===== src/rtl/mem_delay_arbiter.sv =====
// Round-robin arbiter sharing one memory port, with a programmable per-requester delay before issue.
// Optional DELAY_ARB_STATS_EN adds per-requester wait-cycle counters (stat_sel_i / stat_cnt_o).
module mem_delay_arbiter #(
  parameter int NUM_REQ       = 2,
  parameter int ADDR_WIDTH    = 32,
  parameter int DATA_WIDTH    = 32,
  parameter int DELAY_WIDTH   = 4,
  parameter int DEFAULT_DELAY = 1
) (
  input  logic                          clk,
  input  logic                          rst,
  input  logic [NUM_REQ-1:0]            req_i,
  input  logic [NUM_REQ*ADDR_WIDTH-1:0] addr_i,
  input  logic [NUM_REQ-1:0]            we_i,
  input  logic [NUM_REQ*DATA_WIDTH-1:0] wdata_i,
  output logic [NUM_REQ-1:0]            gnt_o,
  output logic [NUM_REQ-1:0]            rvalid_o,
  output logic [DATA_WIDTH-1:0]         rdata_o,
  input  logic                          cfg_we_i,
  input  logic [$clog2(NUM_REQ)-1:0]    cfg_idx_i,
  input  logic [DELAY_WIDTH-1:0]        cfg_delay_i,
  output logic                          mem_req_o,
  output logic [ADDR_WIDTH-1:0]         mem_addr_o,
  output logic                          mem_we_o,
  output logic [DATA_WIDTH-1:0]         mem_wdata_o,
  input  logic                          mem_gnt_i,
  input  logic                          mem_rvalid_i,
  input  logic [DATA_WIDTH-1:0]         mem_rdata_i,
`ifdef DELAY_ARB_STATS_EN
  input  logic [$clog2(NUM_REQ)-1:0]    stat_sel_i,
  output logic [31:0]                   stat_cnt_o,
`endif
  output logic                          busy_o
);

  localparam int IDX_W = $clog2(NUM_REQ);

  typedef enum logic [1:0] {IDLE, DELAY, ISSUE, WAIT_RSP} state_t;

  state_t                 state_q, state_d;
  logic [IDX_W-1:0]       ptr_q, owner_q, pick_idx, cand;
  logic                   pick_valid;
  logic [DELAY_WIDTH-1:0] cnt_q;
  logic [DELAY_WIDTH-1:0] delay_q [NUM_REQ];
  logic                   we_q;
  logic                   cfg_ok;

  assign cfg_ok = cfg_we_i && (int'(cfg_idx_i) < NUM_REQ);

  // Scan from the far end back toward ptr+1 so the nearest requester after the last owner wins.
  always_comb begin
    pick_valid = 1'b0;
    pick_idx   = '0;
    cand       = '0;
    for (int i = NUM_REQ; i >= 1; i--) begin
      cand = IDX_W'((int'(ptr_q) + i) % NUM_REQ);
      if (req_i[cand]) begin
        pick_valid = 1'b1;
        pick_idx   = cand;
      end
    end
  end

  always_ff @(posedge clk) begin
    if (rst) state_q <= IDLE;
    else     state_q <= state_d;
  end

  always_comb begin
    state_d = state_q;
    case (state_q)
      IDLE: begin
        if (pick_valid)
          state_d = (delay_q[pick_idx] == '0) ? ISSUE : DELAY;
      end
      DELAY: begin
        if (!req_i[owner_q])                       state_d = IDLE;
        else if (cnt_q == DELAY_WIDTH'(1))         state_d = ISSUE;
      end
      ISSUE: begin
        if (mem_gnt_i)                             state_d = WAIT_RSP;
        else if (!req_i[owner_q])                  state_d = IDLE;
      end
      WAIT_RSP: begin
        if (mem_rvalid_i)                          state_d = IDLE;
      end
      default: state_d = IDLE;
    endcase
  end

  // Memory-side outputs are registered off the next state so mem_req_o follows ISSUE exactly.
  always_ff @(posedge clk) begin
    if (rst) begin
      ptr_q       <= '0;
      owner_q     <= '0;
      cnt_q       <= '0;
      we_q        <= 1'b0;
      mem_req_o   <= 1'b0;
      mem_we_o    <= 1'b0;
      mem_addr_o  <= '0;
      mem_wdata_o <= '0;
      for (int k = 0; k < NUM_REQ; k++) delay_q[k] <= DELAY_WIDTH'(DEFAULT_DELAY);
    end else begin
      if (cfg_ok) delay_q[cfg_idx_i] <= cfg_delay_i;
      mem_req_o <= (state_d == ISSUE);
      mem_we_o  <= (state_d == ISSUE) && ((state_q == IDLE) ? we_i[pick_idx] : we_q);
      case (state_q)
        IDLE: begin
          if (pick_valid) begin
            owner_q     <= pick_idx;
            ptr_q       <= pick_idx;
            cnt_q       <= delay_q[pick_idx];
            we_q        <= we_i[pick_idx];
            mem_addr_o  <= addr_i[pick_idx*ADDR_WIDTH +: ADDR_WIDTH];
            mem_wdata_o <= wdata_i[pick_idx*DATA_WIDTH +: DATA_WIDTH];
          end
        end
        DELAY: begin
          if (cnt_q != DELAY_WIDTH'(1)) cnt_q <= cnt_q - DELAY_WIDTH'(1);
        end
        default: ;
      endcase
    end
  end

  always_comb begin
    gnt_o    = '0;
    rvalid_o = '0;
    rdata_o  = '0;
    busy_o   = (state_q != IDLE);
    if (state_q == ISSUE) gnt_o[owner_q] = mem_gnt_i;
    if (state_q == WAIT_RSP) begin
      rvalid_o[owner_q] = mem_rvalid_i;
      rdata_o           = mem_rdata_i;
    end
  end

`ifdef DELAY_ARB_STATS_EN
  logic [31:0] stat_q [NUM_REQ];

  always_ff @(posedge clk) begin
    if (rst) begin
      for (int k = 0; k < NUM_REQ; k++) stat_q[k] <= '0;
    end else begin
      for (int k = 0; k < NUM_REQ; k++)
        if (req_i[k] && !gnt_o[k] && (stat_q[k] != 32'hFFFF_FFFF))
          stat_q[k] <= stat_q[k] + 32'd1;
    end
  end

  assign stat_cnt_o = stat_q[stat_sel_i];
`endif

endmodule


===== config.mk =====
export PLATFORM = sky130hd
export DESIGN_NAME = mem_delay_arbiter
export DESIGN_NICKNAME = d
export VERILOG_FILES = /design/src/rtl/mem_delay_arbiter.sv
export SDC_FILE = /design/constraint.sdc
export NUM_CORES = 1
export LEC_CHECK = 0
export CAP_MARGIN = 25
export CORE_AREA = 2 2 109 111
export CTS_BUF_LIST = sky130_fd_sc_hd__clkbuf_8
export DETAILED_ROUTE_END_ITERATION = 8
export DIE_AREA = 0 0 111 113
export PLACE_DENSITY = 0.82
export SYNTH_ARGS = -nofsm -noshare
export SYNTH_HDL_FRONTEND = slang
export SYNTH_SLANG_ARGS = --single-unit
export TNS_END_PERCENT = 100

===== constraint.sdc =====
create_clock -name clk -period 2.15 [get_ports clk]
set_input_delay 0.3225 -clock clk [delete_from_list [all_inputs] [get_ports clk]]
set_output_delay 0.3225 -clock clk [all_outputs]
set_load 0.03 [all_outputs]

==> impl_metrics.tcl, run 1 <==
set metrics [dict create \
    drt_iter0_markers 215 \
    cellPowerDensity_mw_per_mm2 689.3 \
    r2r_start "cnt_q[1]$_SDFFE_PP0P_" \
    die_w_um 111 \
    utilization 0.6371 \
    crit_slowest_cell "dlygate4sd2_1" \
    dp_hpwl_um 10090 \
    relSlewSlack 0.6941 \
    peakVddDrop_mv 0.4288 \
    synthArstFlopShare 0 \
    antenna_found_initial 0 \
    layout-drive-gt1-share 0.08453 \
    hold_class "input pin to flip-flop" \
    nNetsFinal 870 \
    antenna_cells 0 \
    postRouteWirelength_um 13070 \
    via_count 4157 \
    reg2reg_depth 6 \
    ctsRootBufferMaster "clkbuf_8" \
    synth_seq_cells 82 \
    multiInputGateArea_sq_mm 0.002137 \
    cts_setup_buffers 0 \
    cp-start-kind "flip-flop" \
    num_io_pins 277 \
    fin_crit_sh 0.8792 \
    ant_nets 0 \
    wl_per_cell_um 15.54 \
    clockBufferDepth 2 \
    yosys_warnings 0 \
    vias_per_cell 4.943 \
    path_clk_slew_ns 0.08 \
    yosys_most_used_dff "dfxtp_1" \
    intPower_mw 3.263 \
    setup_tns_ns 0 \
    die_h_um 113 \
    fmax_mhz 529.0 \
    num_rows 39 \
    initial_core_util 0.3672 \
    clock_latency_ns 0.35 \
    dr.pass1.iters 4 \
    timing.rr.end "mem_we_o$_SDFF_PP0_" \
    critPathMaxStageDelay_ns 0.41 \
    cts.sinks 82 \
    first_global_vias 4229 \
    worst_pin_slew_ns 0.4588 \
    synthToLayoutAreaGrowth_pct 73.52 \
    p_sw_mw 1.687 \
    ff_latch_area_sq_mm 0.001722 \
    power.sequential.fraction 0.382 \
    yosysSeqAreaShare 0.4160 \
    final_max_slew_viol_count 0 \
    cp_data_arrival_time_ns 1.57 \
    end_kind "primary output" \
    hold_violations 0 \
    status "finished, final reports clean" \
    r2r_slack_ns 0.37 \
    io_buffers 276 \
    grt_pass1_wl_um 21010 \
    critPathKind "flip-flop to primary output" \
    overflow 0 \
    synth_edf_count 8 \
    hp-start "rst" \
    hold_path_depth 2 \
    rsz0062_at_grt "no" \
    netlist_area_sq_mm 0.004139 \
    worstPathMaxFanout 24 \
    setup_viol 0 \
    syn_area_per_cell_sq_um 9.626 \
    cp.required_ns 1.83 \
    max-cap-violations 0 \
    drt_drc_violations_left 0 \
    numCtsBuffers 9 \
    htreeDepth 3 \
    die-area_sq_mm 0.01254 \
    grtUsageTotal 0.2056 \
    finClkSkew_ns 0.007916 \
    cts_tree "yes" \
    core_area_sq_mm 0.01127 \
    period_minus_slack_ns 1.890 \
    gp_congestion 0.8491 \
    syn_inst 430 \
    grt_max_degree 89 \
    p_leak_nw 3.184 \
    sw_frac_of_total 0.3408 \
    synth_cell_types 44 \
    crit_chain "buf_4 > and3_1 > dlygate4sd2_1" \
    nFillCells 941 \
    clkPwrFrac 0.218 \
    hold_end "state_q[1]$_SDFF_PP0_" \
    power_frac_comb 0.400 \
    synthesis.nets 606 \
]
[state kept, by name, indices dropped and copies added (netlist names)]
register	count
mem_we_o	1
mem_addr_o	32
state_q	2
we_q	1
owner_q	1
mem_req_o	1
mem_wdata_o	32
cnt_q	4
delay_q	8
[metal layers]
metal	share of wire	wire length (um)	global-route usage
met4	0.015	191	0.06333
met3	0.084	1102	0.07606
met2	0.51	6705	0.3730
met1	0.39	5072	0.2243
met5	0	0	0
[logic make-up after synthesis]
family / after synthesis / share of synthesized area
compound gates: 83 / 0.1578
simple gates: 145 / 0.1747
xor+xnor: 1 / 0.002116
mux: 71 / 0.1738
fa+ha+maj: 2 / 0.006045
buf+inv: 46 / 0.06953
flops: 82 / 0.4160
[critical path, delay by kind of cell (launching register included)]
family	cells	cell delay (ns)
flip-flops	1	0.39
AND/OR/NAND/NOR	1	0.19
buffers and inverters	2	0.64
[power groups by stage]
stage	combinational, mW	clock [mW]	sequential (mW)
CTS	1.99	1.12	1.89
global route	2.12	1.19	1.92
global placement	1.95	0	1.91
detailed placement	1.98	0	1.93
floorplan	0.755	0	2.28
finish	1.98	1.08	1.89
[area by class of cell]
class	instances	area share
Clock inverter	5	0.006620
Clock buffer	10	0.01916
Multi-Input combinational cell	302	0.2976
Sequential cell	82	0.2397
Inverter	7	0.003659
Timing Repair Buffer	292	0.4084
Tap cell	143	0.02491
[stage by stage]
stage / cell area (sq um) / hold WS, ns / setup slack, ns / power (mW) / cells
final: 7182 / 0.3663 / 0.2598 / 4.951 / 841
after global routing: 7182 / 0.3515 / 0.1252 / 5.234 / 841
after CTS: 7162 / 0.3518 / 0.007039 / 4.998 / 841
after detailed placement: 6997 / 0.4880 / 0.006807 / 3.910 / 826
after global placement: 6997 / 0.4843 / 0.04403 / 3.858 / 826
after floorplan: 4139 / 0.4686 / 0.4248 / 3.030 / 430
[worst max path at each step]
stage | from | to | slack (ns) | depth (start not counted)
finish | state_q[0]$_SDFF_PP0_ | rdata_o[20] | 0.26 | 3
global route | state_q[0]$_SDFF_PP0_ | rdata_o[20] | 0.13 | 3
CTS | state_q[0]$_SDFF_PP0_ | rdata_o[1] | 0.007 | 3
detailed placement | mem_gnt_i | gnt_o[0] | 0.007 | 4
global placement | mem_gnt_i | gnt_o[0] | 0.04 | 4
floorplan | state_q[1]$_SDFF_PP0_ | rvalid_o[0] | 0.42 | 4
[what timing repair did]
action / 4_1_cts / 5_1_grt
pin swaps: 0 / 0
endpoints found under the setup margin: 16 / 8
gates resized for setup: 16 / 8
hold buffers: 0 / 0
[layout by cell type (no fill, tap or decap), drive strengths merged, types with 7 or more instances in the layout]
master	synthesis	routed
clkdlybuf4s50	0	238
dfxtp	74	74
edfxtp	8	8
dlymetal6s2s	0	8
nor2	73	73
a211oi	68	68
inv	7	9
clkbuf	18	10
buf	21	30
nand2	7	7
dlygate4sd2	0	16
and2	7	7
and3	34	34
mux2i	67	67
[cells in the mapped netlist, drive strengths merged, types with 3 or more instances]
| cell | count | area share |
|---|---|---|
| buf | 21 | 0.045 |
| edfxtp | 8 | 0.058 |
| nor3 | 4 | 0.0048 |
| and3 | 34 | 0.051 |
| a21oi | 4 | 0.0048 |
| clkbuf | 18 | 0.018 |
| or3 | 3 | 0.0045 |
| mux2 | 4 | 0.012 |
| nor2b | 4 | 0.0060 |
| nand2 | 7 | 0.0063 |
| inv | 7 | 0.0063 |
| a211oi | 68 | 0.13 |
| mux2i | 67 | 0.16 |
| nand2b | 3 | 0.0045 |
| nor2 | 73 | 0.069 |
| and2 | 7 | 0.011 |
| nor4 | 3 | 0.0060 |
| dfxtp | 74 | 0.36 |
(Power assumes the default switching activity.)
==> run 2, diff against run 1 <==
--- a/config.mk
+++ b/config.mk
@@ -10,6 +10,7 @@
 export CTS_BUF_LIST = sky130_fd_sc_hd__clkbuf_8
 export DETAILED_ROUTE_END_ITERATION = 8
 export DIE_AREA = 0 0 111 113
+export HOLD_SLACK_MARGIN = 0.06
 export PLACE_DENSITY = 0.82
 export SYNTH_ARGS = -nofsm -noshare
 export SYNTH_HDL_FRONTEND = slang
==> results of run 2 <==
Final layout, timing and power as in run 1 (identical DEF).
